### src/rtl/multpoly_ctrl_if.sv
// rtl/multpoly_ctrl_if.sv - start/busy/done handshake between the top-level sequencer and multpoly_ctrl
interface multpoly_ctrl_if;
  logic start;
  logic busy;
  logic done;

  modport master (output start, input busy, input done);
  modport slave  (input start, output busy, output done);
endinterface

### src/rtl/multpoly_ctrl.sv
// rtl/multpoly_ctrl.sv - sequencer driving the Multpoly_DP select lines for schoolbook polynomial multiply
module multpoly_ctrl #(
  parameter int N       = 757,
  parameter int MEM_LAT = 1
) (
  input  logic              clk,
  input  logic              rst,
  multpoly_ctrl_if.slave    host,
  input  logic [9:0]        i,
  input  logic [9:0]        j,
  input  logic [10:0]       k,
  input  logic [10:0]       mem_address_o,
  input  logic [25:0]       mem_output,
  output logic              R1,
  output logic              R2,
  output logic              R3,
  output logic              R4,
  output logic              R5,
  output logic              R6,
  output logic              R7,
  output logic              R8,
  output logic              R9,
  output logic              R10,
  output logic              R11,
  output logic              R12,
  output logic              R13,
  output logic              R14,
  output logic              R15,
  output logic              R16
);

  typedef enum logic [3:0] {
    IDLE, CLR_INIT, CLR_WR, CLR_INC, MUL_INIT, M_ADDR, M_WAIT, M_MAC,
    M_WR, M_NEXT, DEG_INIT, D_WAIT, D_CHK, DONE
  } state_t;

  // Bit n of this vector is select line Rn; every counter and register holds.
  localparam logic [16:1] HOLD   = 16'h4EB5;
  localparam logic [10:0] K_LAST = 11'(2 * N - 2);
  localparam logic [9:0]  N_LAST = 10'(N - 1);
  localparam logic [1:0]  W_LAST = 2'(MEM_LAT - 1);

  state_t      state, state_nxt;
  logic [1:0]  wait_cnt;
  logic        wait_last;
  logic        scan_more;
  logic [16:1] r;

  assign wait_last = (wait_cnt == W_LAST);
  assign scan_more = (mem_output == 26'd0) && (mem_address_o != 11'd0);

  always_ff @(posedge clk) begin
    if (rst) begin
      state    <= IDLE;
      wait_cnt <= 2'd0;
    end else begin
      state <= state_nxt;
      if ((state == M_WAIT || state == D_WAIT) && !wait_last)
        wait_cnt <= wait_cnt + 2'd1;
      else
        wait_cnt <= 2'd0;
    end
  end

  always_comb begin
    state_nxt = state;
    case (state)
      IDLE:     if (host.start) state_nxt = CLR_INIT;
      CLR_INIT: state_nxt = CLR_WR;
      CLR_WR:   state_nxt = CLR_INC;
      CLR_INC:  state_nxt = (k == K_LAST) ? MUL_INIT : CLR_WR;
      MUL_INIT: state_nxt = M_ADDR;
      M_ADDR:   state_nxt = M_WAIT;
      M_WAIT:   if (wait_last) state_nxt = M_MAC;
      M_MAC:    state_nxt = M_WR;
      M_WR:     state_nxt = M_NEXT;
      M_NEXT:   state_nxt = (j < N_LAST || i < N_LAST) ? M_ADDR : DEG_INIT;
      DEG_INIT: state_nxt = D_WAIT;
      D_WAIT:   if (wait_last) state_nxt = D_CHK;
      D_CHK:    state_nxt = scan_more ? D_WAIT : DONE;
      DONE:     state_nxt = IDLE;
      default:  state_nxt = IDLE;
    endcase
  end

  // Branching states qualify their select lines with the datapath status they branch on.
  always_comb begin
    r = HOLD;
    case (state)
      CLR_INIT: begin r[8] = 1'b0; r[9] = 1'b0; r[12] = 1'b0; r[13] = 1'b0; end
      CLR_WR:   begin r[6] = 1'b0; r[7] = 1'b0; r[14] = 1'b1; end
      CLR_INC:  if (k != K_LAST) begin r[8] = 1'b0; r[9] = 1'b1; end
      MUL_INIT: begin r[1] = 1'b0; r[2] = 1'b0; r[3] = 1'b0; r[4] = 1'b0; end
      M_ADDR:   begin
        r[10] = 1'b0; r[11] = 1'b0; r[5] = 1'b0; r[6] = 1'b0; r[7] = 1'b1;
      end
      M_MAC:    begin r[12] = 1'b0; r[13] = 1'b1; end
      M_WR:     r[14] = 1'b1;
      M_NEXT:   begin
        if (j < N_LAST) begin
          r[3] = 1'b0; r[4] = 1'b1;
        end else if (i < N_LAST) begin
          r[3] = 1'b0; r[4] = 1'b0; r[1] = 1'b0; r[2] = 1'b1;
        end
      end
      DEG_INIT: r[5] = 1'b0;
      D_CHK:    if (scan_more) r[16] = 1'b1; else r[15] = 1'b0;
      default:  r = HOLD;
    endcase
  end

  assign host.busy = (state != IDLE);
  assign host.done = (state == DONE);

  assign R1  = r[1];
  assign R2  = r[2];
  assign R3  = r[3];
  assign R4  = r[4];
  assign R5  = r[5];
  assign R6  = r[6];
  assign R7  = r[7];
  assign R8  = r[8];
  assign R9  = r[9];
  assign R10 = r[10];
  assign R11 = r[11];
  assign R12 = r[12];
  assign R13 = r[13];
  assign R14 = r[14];
  assign R15 = r[15];
  assign R16 = r[16];

endmodule

### src/flat_wrapper.sv
// flat-port wrapper written by rule: the top's interface ports become plain ports
module multpoly_ctrl_flat 
#(
  parameter int N       = 757,
  parameter int MEM_LAT = 1
)
  (clk, rst, i, j, k, mem_address_o, mem_output, R1, R2, R3, R4, R5, R6, R7, R8, R9, R10, R11, R12, R13, R14, R15, R16, host_start, host_busy, host_done);
  multpoly_ctrl_if host_i ();
  input  logic clk;
  input  logic rst;
  input  logic [9:0] i;
  input  logic [9:0] j;
  input  logic [10:0] k;
  input  logic [10:0] mem_address_o;
  input  logic [25:0] mem_output;
  output logic R1;
  output logic R2;
  output logic R3;
  output logic R4;
  output logic R5;
  output logic R6;
  output logic R7;
  output logic R8;
  output logic R9;
  output logic R10;
  output logic R11;
  output logic R12;
  output logic R13;
  output logic R14;
  output logic R15;
  output logic R16;
  input wire logic [$bits(host_i.start)-1:0] host_start;
  output wire logic [$bits(host_i.busy)-1:0] host_busy;
  output wire logic [$bits(host_i.done)-1:0] host_done;
  assign host_i.start = host_start;
  assign host_busy = host_i.busy;
  assign host_done = host_i.done;
  multpoly_ctrl #(.N(N), .MEM_LAT(MEM_LAT)) u_core (.clk(clk), .rst(rst), .host(host_i), .i(i), .j(j), .k(k), .mem_address_o(mem_address_o), .mem_output(mem_output), .R1(R1), .R2(R2), .R3(R3), .R4(R4), .R5(R5), .R6(R6), .R7(R7), .R8(R8), .R9(R9), .R10(R10), .R11(R11), .R12(R12), .R13(R13), .R14(R14), .R15(R15), .R16(R16));
endmodule
### config.mk
export PLATFORM = sky130hd
export DESIGN_NAME = multpoly_ctrl_flat
export DESIGN_NICKNAME = d
export VERILOG_FILES = /design/src/rtl/multpoly_ctrl_if.sv /design/src/rtl/multpoly_ctrl.sv /design/src/flat_wrapper.sv
export SDC_FILE = /design/constraint.sdc
export NUM_CORES = 1
export LEC_CHECK = 0
export CORE_MARGIN = 1
export CORE_UTILIZATION = 29
export DETAILED_ROUTE_END_ITERATION = 7
export PLACE_DENSITY = 0.95
export SLEW_MARGIN = 10
export SYNTH_ARGS = -nofsm -noshare
export SYNTH_HDL_FRONTEND = slang
export SYNTH_SLANG_ARGS = --single-unit
### constraint.sdc
create_clock -name clk -period 2.2 [get_ports clk]
set_input_delay 0.44 -clock clk [delete_from_list [all_inputs] [get_ports clk]]
set_output_delay 0.44 -clock clk [all_outputs]
set_load 0.05 [all_outputs]
=== Word-level counts from Yosys, hierarchy flattened ===
Cells that the tools add are included.

* Flip-flop bits (word level): 6
* Bits in latches: 0
* Memory bits (writable): 0
* ROM bits: 0
* Word-level logic and storage cells: 58
* Memories kept: 0

* $add $sub $neg: 1
* Multipliers: 0
* Div/mod/pow operators: 0
* Order comparisons: 2
* Eq/ne operators: 18
* Shift-type cells: 0
* Multiplexer cells: 20
* Bitwise logic cells: 1
* Reduce and logical (&&, ||, !) cells: 14

{| class="wikitable"
|+ Operator list
! operator !! count
|-
| 4-bit case mux with 13 select lines || 1
|-
| 26-bit zero test || 1
|-
| 4-bit equality test, second input constant || 6
|-
| 10-bit < comparator, second input constant || 2
|-
| 4-bit by 3-bit equality test with 1-bit output, second input constant || 4
|-
| 4-bit two-way mux || 4
|-
| 2-bit case mux with 2 select lines || 3
|-
| 11-bit equality test, second input constant || 1
|-
| 11-bit inequality test, second input constant || 1
|-
| 11-bit nonzero test || 1
|-
| 2-bit two-way mux || 5
|-
| 3-bit two-way mux || 3
|-
| 4-bit by 2-bit equality test with 1-bit output, second input constant || 2
|-
| 4-bit case mux with 2 select lines || 1
|-
| 2-bit OR reduction || 3
|-
| 4-bit by 1-bit equality test with 1-bit output, second input constant || 1
|-
| 4-bit zero test || 1
|-
| 2-bit by 1-bit inequality test with 1-bit output, second input constant || 2
|-
| 4-bit nonzero test || 1
|-
| 1-bit two-way mux || 3
|-
| 3-bit AND reduction || 1
|-
| 2-bit by 1-bit adder with 2-bit output, second input constant || 1
|-
| 1-bit logical AND || 2
|-
| 2-bit zero test || 1
|-
| other kinds (4) || 5
|}

=== Logic depth before layout (Yosys ltp) ===
Gate-level depths: netlist of the first run.

* Depth after elaboration: 5
* Mapped depth: 6
* Mapped depth without buffers: 6

=== Least setup slack after synthesis of the first run ===
Ideal clock, no wire load.

* Path type: input to output
* Start point: in i[8]
* End point: out R2
* Data arrival time: 2.250 ns
* Data required time: 1.760 ns
* Slack: -0.490 ns
* Cell stages on the path: 3
* Buffers on the path: 0
* Cell sequence: o31ai_1 -> nor2_1 -> nor4_1

* Longest elaborated chain between the ends: 4

{| class="wikitable"
|+ RTL lines
! element !! RTL line !! text
|-
| start, declared || flat_wrapper.sv:11 || <nowiki>input logic [9:0] i;</nowiki>
|-
| 10-bit < comparator || multpoly_ctrl.sv:102 || <nowiki>end else if (i < N_LAST) begin</nowiki>
|-
| 3-bit two-way mux || multpoly_ctrl.sv:102 ||
|-
| 2-bit two-way mux || multpoly_ctrl.sv:100 || <nowiki>if (j < N_LAST) begin</nowiki>
|-
| 4-bit case mux with 2 select lines || multpoly_ctrl.sv:89 || <nowiki>case (state)</nowiki>
|-
| end, declared || flat_wrapper.sv:17 || <nowiki>output logic R2;</nowiki>
|}

Every way passes these cells.

=== Worst setup path in the final report of the first run ===
* Start point: in mem_output[9]
* End point: out R15

* Longest elaborated chain between the ends: 4

{| class="wikitable"
|+ RTL lines
! element !! RTL line !! text
|-
| start, declared || flat_wrapper.sv:15 || <nowiki>input logic [25:0] mem_output;</nowiki>
|-
| 26-bit zero test || multpoly_ctrl.sv:50 || <nowiki>assign scan_more = (mem_output == 26'd0) && (mem_address_o != 11'd0);</nowiki>
|-
| 1-bit logical AND || multpoly_ctrl.sv:50 ||
|-
| 1-bit two-way mux || multpoly_ctrl.sv:107 || <nowiki>D_CHK: if (scan_more) r[16] = 1'b1; else r[15] = 1'b0;</nowiki>
|-
| 2-bit two-way mux || multpoly_ctrl.sv:89 ||
|-
| end, declared || flat_wrapper.sv:30 || <nowiki>output logic R15;</nowiki>
|}

Every way passes these cells.

==> impl_results.md, run 1 <==
- Setup TNS Final: 0 ps
- Initial antenna violation count: 0
- CTS tree: done
- Worst min-delay path class: reg2reg
- Maximum net fanout on the critical path: 2
- Worst Setup EP: R15
- Share of cells above drive strength 1: 32.5%
- Via/cell ratio: 5.85
- Sequential power share: 25.6%
- First-pass GRT wire length: 6110 um
- Switch share: 33.5%
- I/O pin cnt: 89
- Initial DRC count: 50
- Setup Skew: 1.71 ps
- CTS sink cnt: 6
- WHS: 430 ps
- FMAX: 0.458 GHz
- Final HPWL DP: 2830 um
- Count of final setup violators: 0
- Met2 WL: 2550 um
- FILL cells: 143
- Nets: 274
- Int Pwr: 0.000325 W
- Die Area: 0.00287 mm2
- Max-cap viol count: 0
- Syn nets: 181
- Worst-margin pin slew: 350 ps
- Clock latency at the later pin of the worst-skew pair: 250 ps
- Slew HR: 76.1%
- CTS Buf Count: 3
- FP Rows: 18
- #FFs+latches synth: 6
- R2R Path End: u_core.state[1]
- H-tree levels: 1
- Final GP Congestion: 0.923
- Netlist cell types: 44
- Kind of end point of the critical path: primary output
- Syn Inst Count: 109
- Drc violations: 0
- Total number of vias: 1345
- Vias in the first global route: 1308
- Top layer in use: met4
- Clk network pwr share: 20.6%
- Root buffer cell: clkbuf_4
- Detailed Route WL: 4400 um
- Met3 wire length: 354 um
- EDFF count, synth: 0
- GR Overflow Total: 0
- Commonest non-fill, non-tap cells in the layout: clkdlybuf4s50_1 (38), buf_12 (15), dlymetal6s2s_1 (14)
- Commonest non-fill, non-tap cell in the layout: clkdlybuf4s50_1
- Flop2flop setup slack: 480 ps
- Final period utilization: 99.3%
- M1 WL: 1320 um
- Core Footprint: 0.00250 mm2
- IO buf count: 84
- Synth warn: 0
- PD cells: 242 mW/mm2
- Area Overhead vs Synth: 162%
- Combinational power share: 53.8%
- Clock Pin Slew Worst Setup and Hold Paths: 40 ps
- Initial core utilization: 30.9%
- Final Hold Fails: 0
- Critical path arrival: 1750 ps
- Asr flop ratio synth: 0%
- Chip Height: 53.6 um
- Post-Syn Area: 772 um2
- Syn avg cell area: 7.08 um2
- R2R Path Start: u_core.state[1]
- All-Layer GR Usage: 30.2%
- Top_reg_cell synth: dfxtp_1
- Min Tclk post-route: 2190 ps
- Leakage Power: 0.862 nW
- Peak supply drop: 0.245 mV
- Chip Width: 53.6 um
- Sequential element share of the synthesized area: 15.6%
- Final core utilization: 80.9%
- Status: completed
- Total power: 0.000489 W
- Critical path data required time: 1760 ps
- Worst Setup SP: mem_output[9]
- Routed length per instance: 19.1 um
- Final Slew Violations: 0
- Worst setup SP type: input pin
- Psw: 0.000164 W
- Worst Setup Path Type: in2out
- Largest net degree at the start of global routing: 19
- Worst R2R Path Depth: 4
- Inserted Diodes: 0
- Bufs on Longest Clock Path: 2
- Number of detailed-route iterations in the first pass: 4
- Final ANT Viol Nets: 0
[worst max-delay path, stage by stage]
cell and delay (ps):
clkdlybuf4s50_1 430, nor4_2 280, and4_4 280, a31o_4 180, buf_12 130
[power groups by stage]
stage,Sequential [W],Combinational [W],Clock (W)
2_1_floorplan,0.000116,0.0000912,0
3_3_place_gp,0.000124,0.000231,0
3_5_place_dp,0.000125,0.000240,0
4_1_cts,0.000124,0.000245,0.000101
5_1_grt,0.000126,0.000276,0.000114
6_report,0.000125,0.000263,0.000101
[synth_stat cells (2+ instances only)]
cell type	number	area (um2)
nand3_1	4	20.0
a21oi_1	6	30.0
inv_1	7	26.3
o21ai_0	3	15.0
nor2_1	14	52.6
nand2_1	4	15.0
nand2b_1	10	62.6
o21bai_1	2	15.0
nor4_1	9	56.3
nand4_1	2	12.5
o31ai_1	3	22.5
buf_2	3	15.0
dfxtp_1	6	120
a2111oi_0	2	17.5
nor3b_1	2	15.0
or4_4	2	22.5
nor3_1	2	10.0
a31oi_1	2	12.5
[repair_timing]
item,4_1_cts,5_1_grt
setup buffers,3,0
gates resized for setup,26,39
endpoints found under the setup margin,7,9
pin swaps,10,14
gates cloned,0,0
hold buffers,0,0
[how the worst min path moves through the flow]
| stage | from | end | slack (ps) | cells after the start |
|---|---|---|---|---|
| 2_1_floorplan | u_core.wait_cnt[0] | u_core.wait_cnt[0] | 400 | 1 |
| 3_3_place_gp | u_core.wait_cnt[0] | u_core.wait_cnt[0] | 410 | 1 |
| 3_5_place_dp | u_core.wait_cnt[0] | u_core.wait_cnt[0] | 420 | 1 |
| 4_1_cts | u_core.wait_cnt[0] | u_core.wait_cnt[0] | 420 | 1 |
| 5_1_grt | u_core.wait_cnt[0] | u_core.wait_cnt[0] | 440 | 1 |
| 6_report | u_core.wait_cnt[0] | u_core.wait_cnt[0] | 430 | 1 |
[final cells by class]
| type | instances | area, um2 | area share, % |
|---|---|---|---|
| multi-input combinational | 90 | 738 | 36.5 |
| sequential | 6 | 128 | 6.31 |
| tap | 30 | 37.5 | 1.86 |
| inverter | 7 | 26.3 | 1.30 |
| timing repair buffer | 94 | 1070 | 52.9 |
| clock buffer | 3 | 22.5 | 1.11 |
[metal layers]
layer	global-route usage, %	vias to the layer above
li1	-	599
met1	29.3	642
met2	55.8	87
met3	8.19	17
met4	18.9	0
met5	0	-
[registers in the layout, summed over array words and instances, names as in the netlist]
name / cells
u_core.wait_cnt: 2
u_core.state: 4
[kinds of logic after synthesis]
family                     count (synthesis)  synth area share (%)
AOI/OAI and AO/OA                         28                  27.1
xor gates and xnor gates                   1                  1.13
adders and majority gates                  1                  1.62
buffers and inverters                     13                  8.27
DFF                                        6                  15.6
muxes                                      1                  1.30
and+or+nand+nor                           59                  45.1
[through the flow]
step	cells	worst slack (ps)	cell area (um2)
detailed placement	224	-237	1830
global placement	224	-217	1830
floorplan	109	91.9	791
CTS	230	-32.0	1910
finish	230	14.4	2020
global route	230	-40.0	2020
(Power assumes the default switching activity.)
==> inputs of run 2 (changes only) <==
--- a/config.mk
+++ b/config.mk
@@ -5,7 +5,7 @@
 export SDC_FILE = /design/constraint.sdc
 export NUM_CORES = 1
 export LEC_CHECK = 0
-export CORE_MARGIN = 1
+export CAP_MARGIN = 20
 export CORE_UTILIZATION = 29
 export DETAILED_ROUTE_END_ITERATION = 7
 export PLACE_DENSITY = 0.95
==> results of run 2 <==
No change in the layout: final DEF, timing and power equal those of run 1.
==> inputs of run 3 (changes only) <==
--- a/config.mk
+++ b/config.mk
@@ -7,6 +7,7 @@
 export LEC_CHECK = 0
 export CAP_MARGIN = 20
 export CORE_UTILIZATION = 29
+export CTS_BUF_LIST = sky130_fd_sc_hd__clkbuf_16
 export DETAILED_ROUTE_END_ITERATION = 7
 export PLACE_DENSITY = 0.95
 export SLEW_MARGIN = 10
==> run 3 against run 2 <==
Effect of this change:
- the run now ends with setup timing left
- critical path type unchanged
- largest power group is now the clock network
- via count decreased by 0.67%
- cell count is 0.43% lower
- critical path depth is 1 higher
- highest routed layer unchanged
==> impl_results.md, run 3 (synthesized netlist as in run 1, its figures left out) <==
- Status: finished, violations left
- Violated checks: setup timing
- IO buf count: 84 (unchanged)
- RSZ-0062 raised after global routing: yes
- Switch share: 27.4% (-6.1 points)
- Number of detailed-route iterations in the first pass: 4 (unchanged)
- Root buffer cell: clkbuf_16
- Via/cell ratio: 5.83 (-0.24%)
- First-pass GRT wire length: 6020 um (-1.5%)
- Regs by FF count: u_core.state (4), u_core.wait_cnt (2)
- Bufs on Longest Clock Path: 2 (unchanged)
- Worst-margin pin slew: 347 ps (-3.16 ps)
- Fin worst setup slack: -73.9 ps (-88.3 ps)
- Commonest non-fill, non-tap cells in the layout: clkdlybuf4s50_1 (43), buf_12 (15), nor2_1 (12)
- Total number of vias: 1336 (-0.67%)
- FILL cells: 129 (-9.8%)
- Critical path data required time: 1760 ps (about the same)
- Worst Setup Path Type: in2out
- PD cells: 335 mW/mm2 (+38%)
- Clock Pin Slew Worst Setup and Hold Paths: 30 ps (about the same)
- Max FFs per register: 4 (unchanged)
- Share of cells above drive strength 1: 30.2% (-2.3 points)
- Final ANT Viol Nets: 0 (unchanged)
- Slew HR: 76.3% (+0.22 points)
- Peak supply drop: 0.600 mV (+140%)
- Largest reg by FF count: u_core.state
- Max-cap viol count: 0 (unchanged)
- Core Footprint: 0.00250 mm2 (unchanged)
- Clock latency at the later pin of the worst-skew pair: 230 ps (-20 ps)
- Initial DRC count: 47 (-6.0%)
- Worst setup SP type: input pin
- Clk network pwr share: 44.0% (+23 points)
- Psw: 0.000189 W (+15%)
- Count of final setup violators: 2 (+2)
- Leakage Power: 0.831 nW (-3.7%)
- CTS Buf Count: 3 (unchanged)
- Commonest non-fill, non-tap cell in the layout: clkdlybuf4s50_1
- CTS sink cnt: 6 (unchanged)
- Vias in the first global route: 1291 (-1.3%)
- Final period utilization: 103% (+4.0 points)
- I/O pin cnt: 89 (unchanged)
- Combinational power share: 37.9% (-16 points)
- Chip Width: 53.6 um (unchanged)
- Int Pwr: 0.000500 W (+54%)
- Placed inst area: 0.00183 mm2 (unchanged)
- Sequential power share: 18.1% (-7.5 points)
- Drc violations: 0 (unchanged)
- Final HPWL DP: 2830 um (unchanged)
- Detailed Route WL: 4470 um (+1.6%)
- FP Rows: 18 (unchanged)
- Routed length per instance: 19.5 um (+2.1%)
- Placement Setup Slack: -237 ps (unchanged)
- Critical path arrival: 1830 ps (+80 ps)
- Setup Skew: 3.78 ps (+2.06 ps)
- Min Tclk post-route: 2270 ps (+88.3 ps)
- Inserted Diodes: 0 (unchanged)
- Final Cell Area: 0.00206 mm2 (+1.8%)
- Worst Setup SP: i[3]
- H-tree levels: 1 (unchanged)
- FMAX: 0.440 GHz (-3.9%)
- All-Layer GR Usage: 29.4% (-0.80 points)
- Worst Setup EP: R1
- Final Hold Fails: 0 (unchanged)
- Flop2flop setup slack: 440 ps (-40 ps)
- Initial core utilization: 30.9% (unchanged)
- Maximum net fanout on the critical path: 2 (unchanged)
- Worst R2R Path Depth: 4 (unchanged)
- Worst min-delay path class: reg2reg
- Final Slew Violations: 0 (unchanged)
- GR Overflow Total: 0 (unchanged)
- Chip Height: 53.6 um (unchanged)
- Largest net degree at the start of global routing: 19 (unchanged)
- CTS tree: done
- R2R Path End: u_core.state[2]
- Final GP Congestion: 0.923 (unchanged)
- Nets: 273 (-0.36%)
- Die Area: 0.00287 mm2 (unchanged)
- Initial antenna violation count: 0 (unchanged)
- CTS Hold Bufs: 0 (unchanged)
- Area Overhead vs Synth: 167%
- Kind of end point of the critical path: primary output
- R2R Path Start: u_core.state[1]
## run 3: cell type report
cell class | instances | area [um2] | share of cell area, %
flip-flops and latches | 6 | 125 | 6.08
repair buffers | 93 | 1060 | 51.6
well taps | 30 | 37.5 | 1.82
multi-input cells | 90 | 732 | 35.5
inverters | 7 | 26.3 | 1.28
clock buffers | 3 | 75.1 | 3.65
## run 3: metal layers
layer	vias to the layer above	share of wire, %	global-route usage (%)
li1	594	-	-
met1	651	33	26.8
met2	83	59	53.5
met3	8	6.6	9.89
met4	0	1.7	21.5
met5	-	0	0
## run 3: metrics by stage
step | total power, W | hold WS, ps | setup TNS (ps) | util, % | cells
2_1_floorplan | 0.000207 | 399 | 0 | - | 109
3_3_place_gp | 0.000355 | 414 | -449 | 73.1 | 224
3_5_place_dp | 0.000365 | 419 | -782 | 73.1 | 224
4_1_cts | 0.000668 | 423 | -16.7 | 78.4 | 229
5_1_grt | 0.000713 | 439 | -367 | 82.4 | 229
6_report | 0.000690 | 433 | -80.3 | 82.4 | 229
## run 3: worst min-delay path by stage
stage,to,slack [ps],start,cells after the start
detailed placement,u_core.wait_cnt[0],420,u_core.wait_cnt[0],1
finish,u_core.wait_cnt[0],430,u_core.wait_cnt[0],1
floorplan,u_core.wait_cnt[0],400,u_core.wait_cnt[0],1
global placement,u_core.wait_cnt[0],410,u_core.wait_cnt[0],1
CTS,u_core.wait_cnt[0],420,u_core.wait_cnt[0],1
global route,u_core.wait_cnt[0],440,u_core.wait_cnt[0],1
## run 3: power by group through the flow
stage,sequential [W],combinational (W),clock (W)
after global placement,0.000124,0.000231,0
after floorplan,0.000116,0.0000912,0
after detailed placement,0.000125,0.000240,0
after CTS,0.000124,0.000244,0.000300
after global routing,0.000126,0.000278,0.000309
final,0.000125,0.000261,0.000303
## run 3: worst max-delay path: stages
cell	delay, ps
dlygate4sd2_1	260
o31ai_4	330
nor2_2	130
o31ai_2	330
nand2b_1	160
buf_12	180
## run 3: repair_timing
action	CTS	global route
setup endpoints to repair	7	9
pin swaps	10	13
endpoints found under the hold margin	0	0
buffers inserted	2	0
gates cloned	0	0
resized for setup	26	31
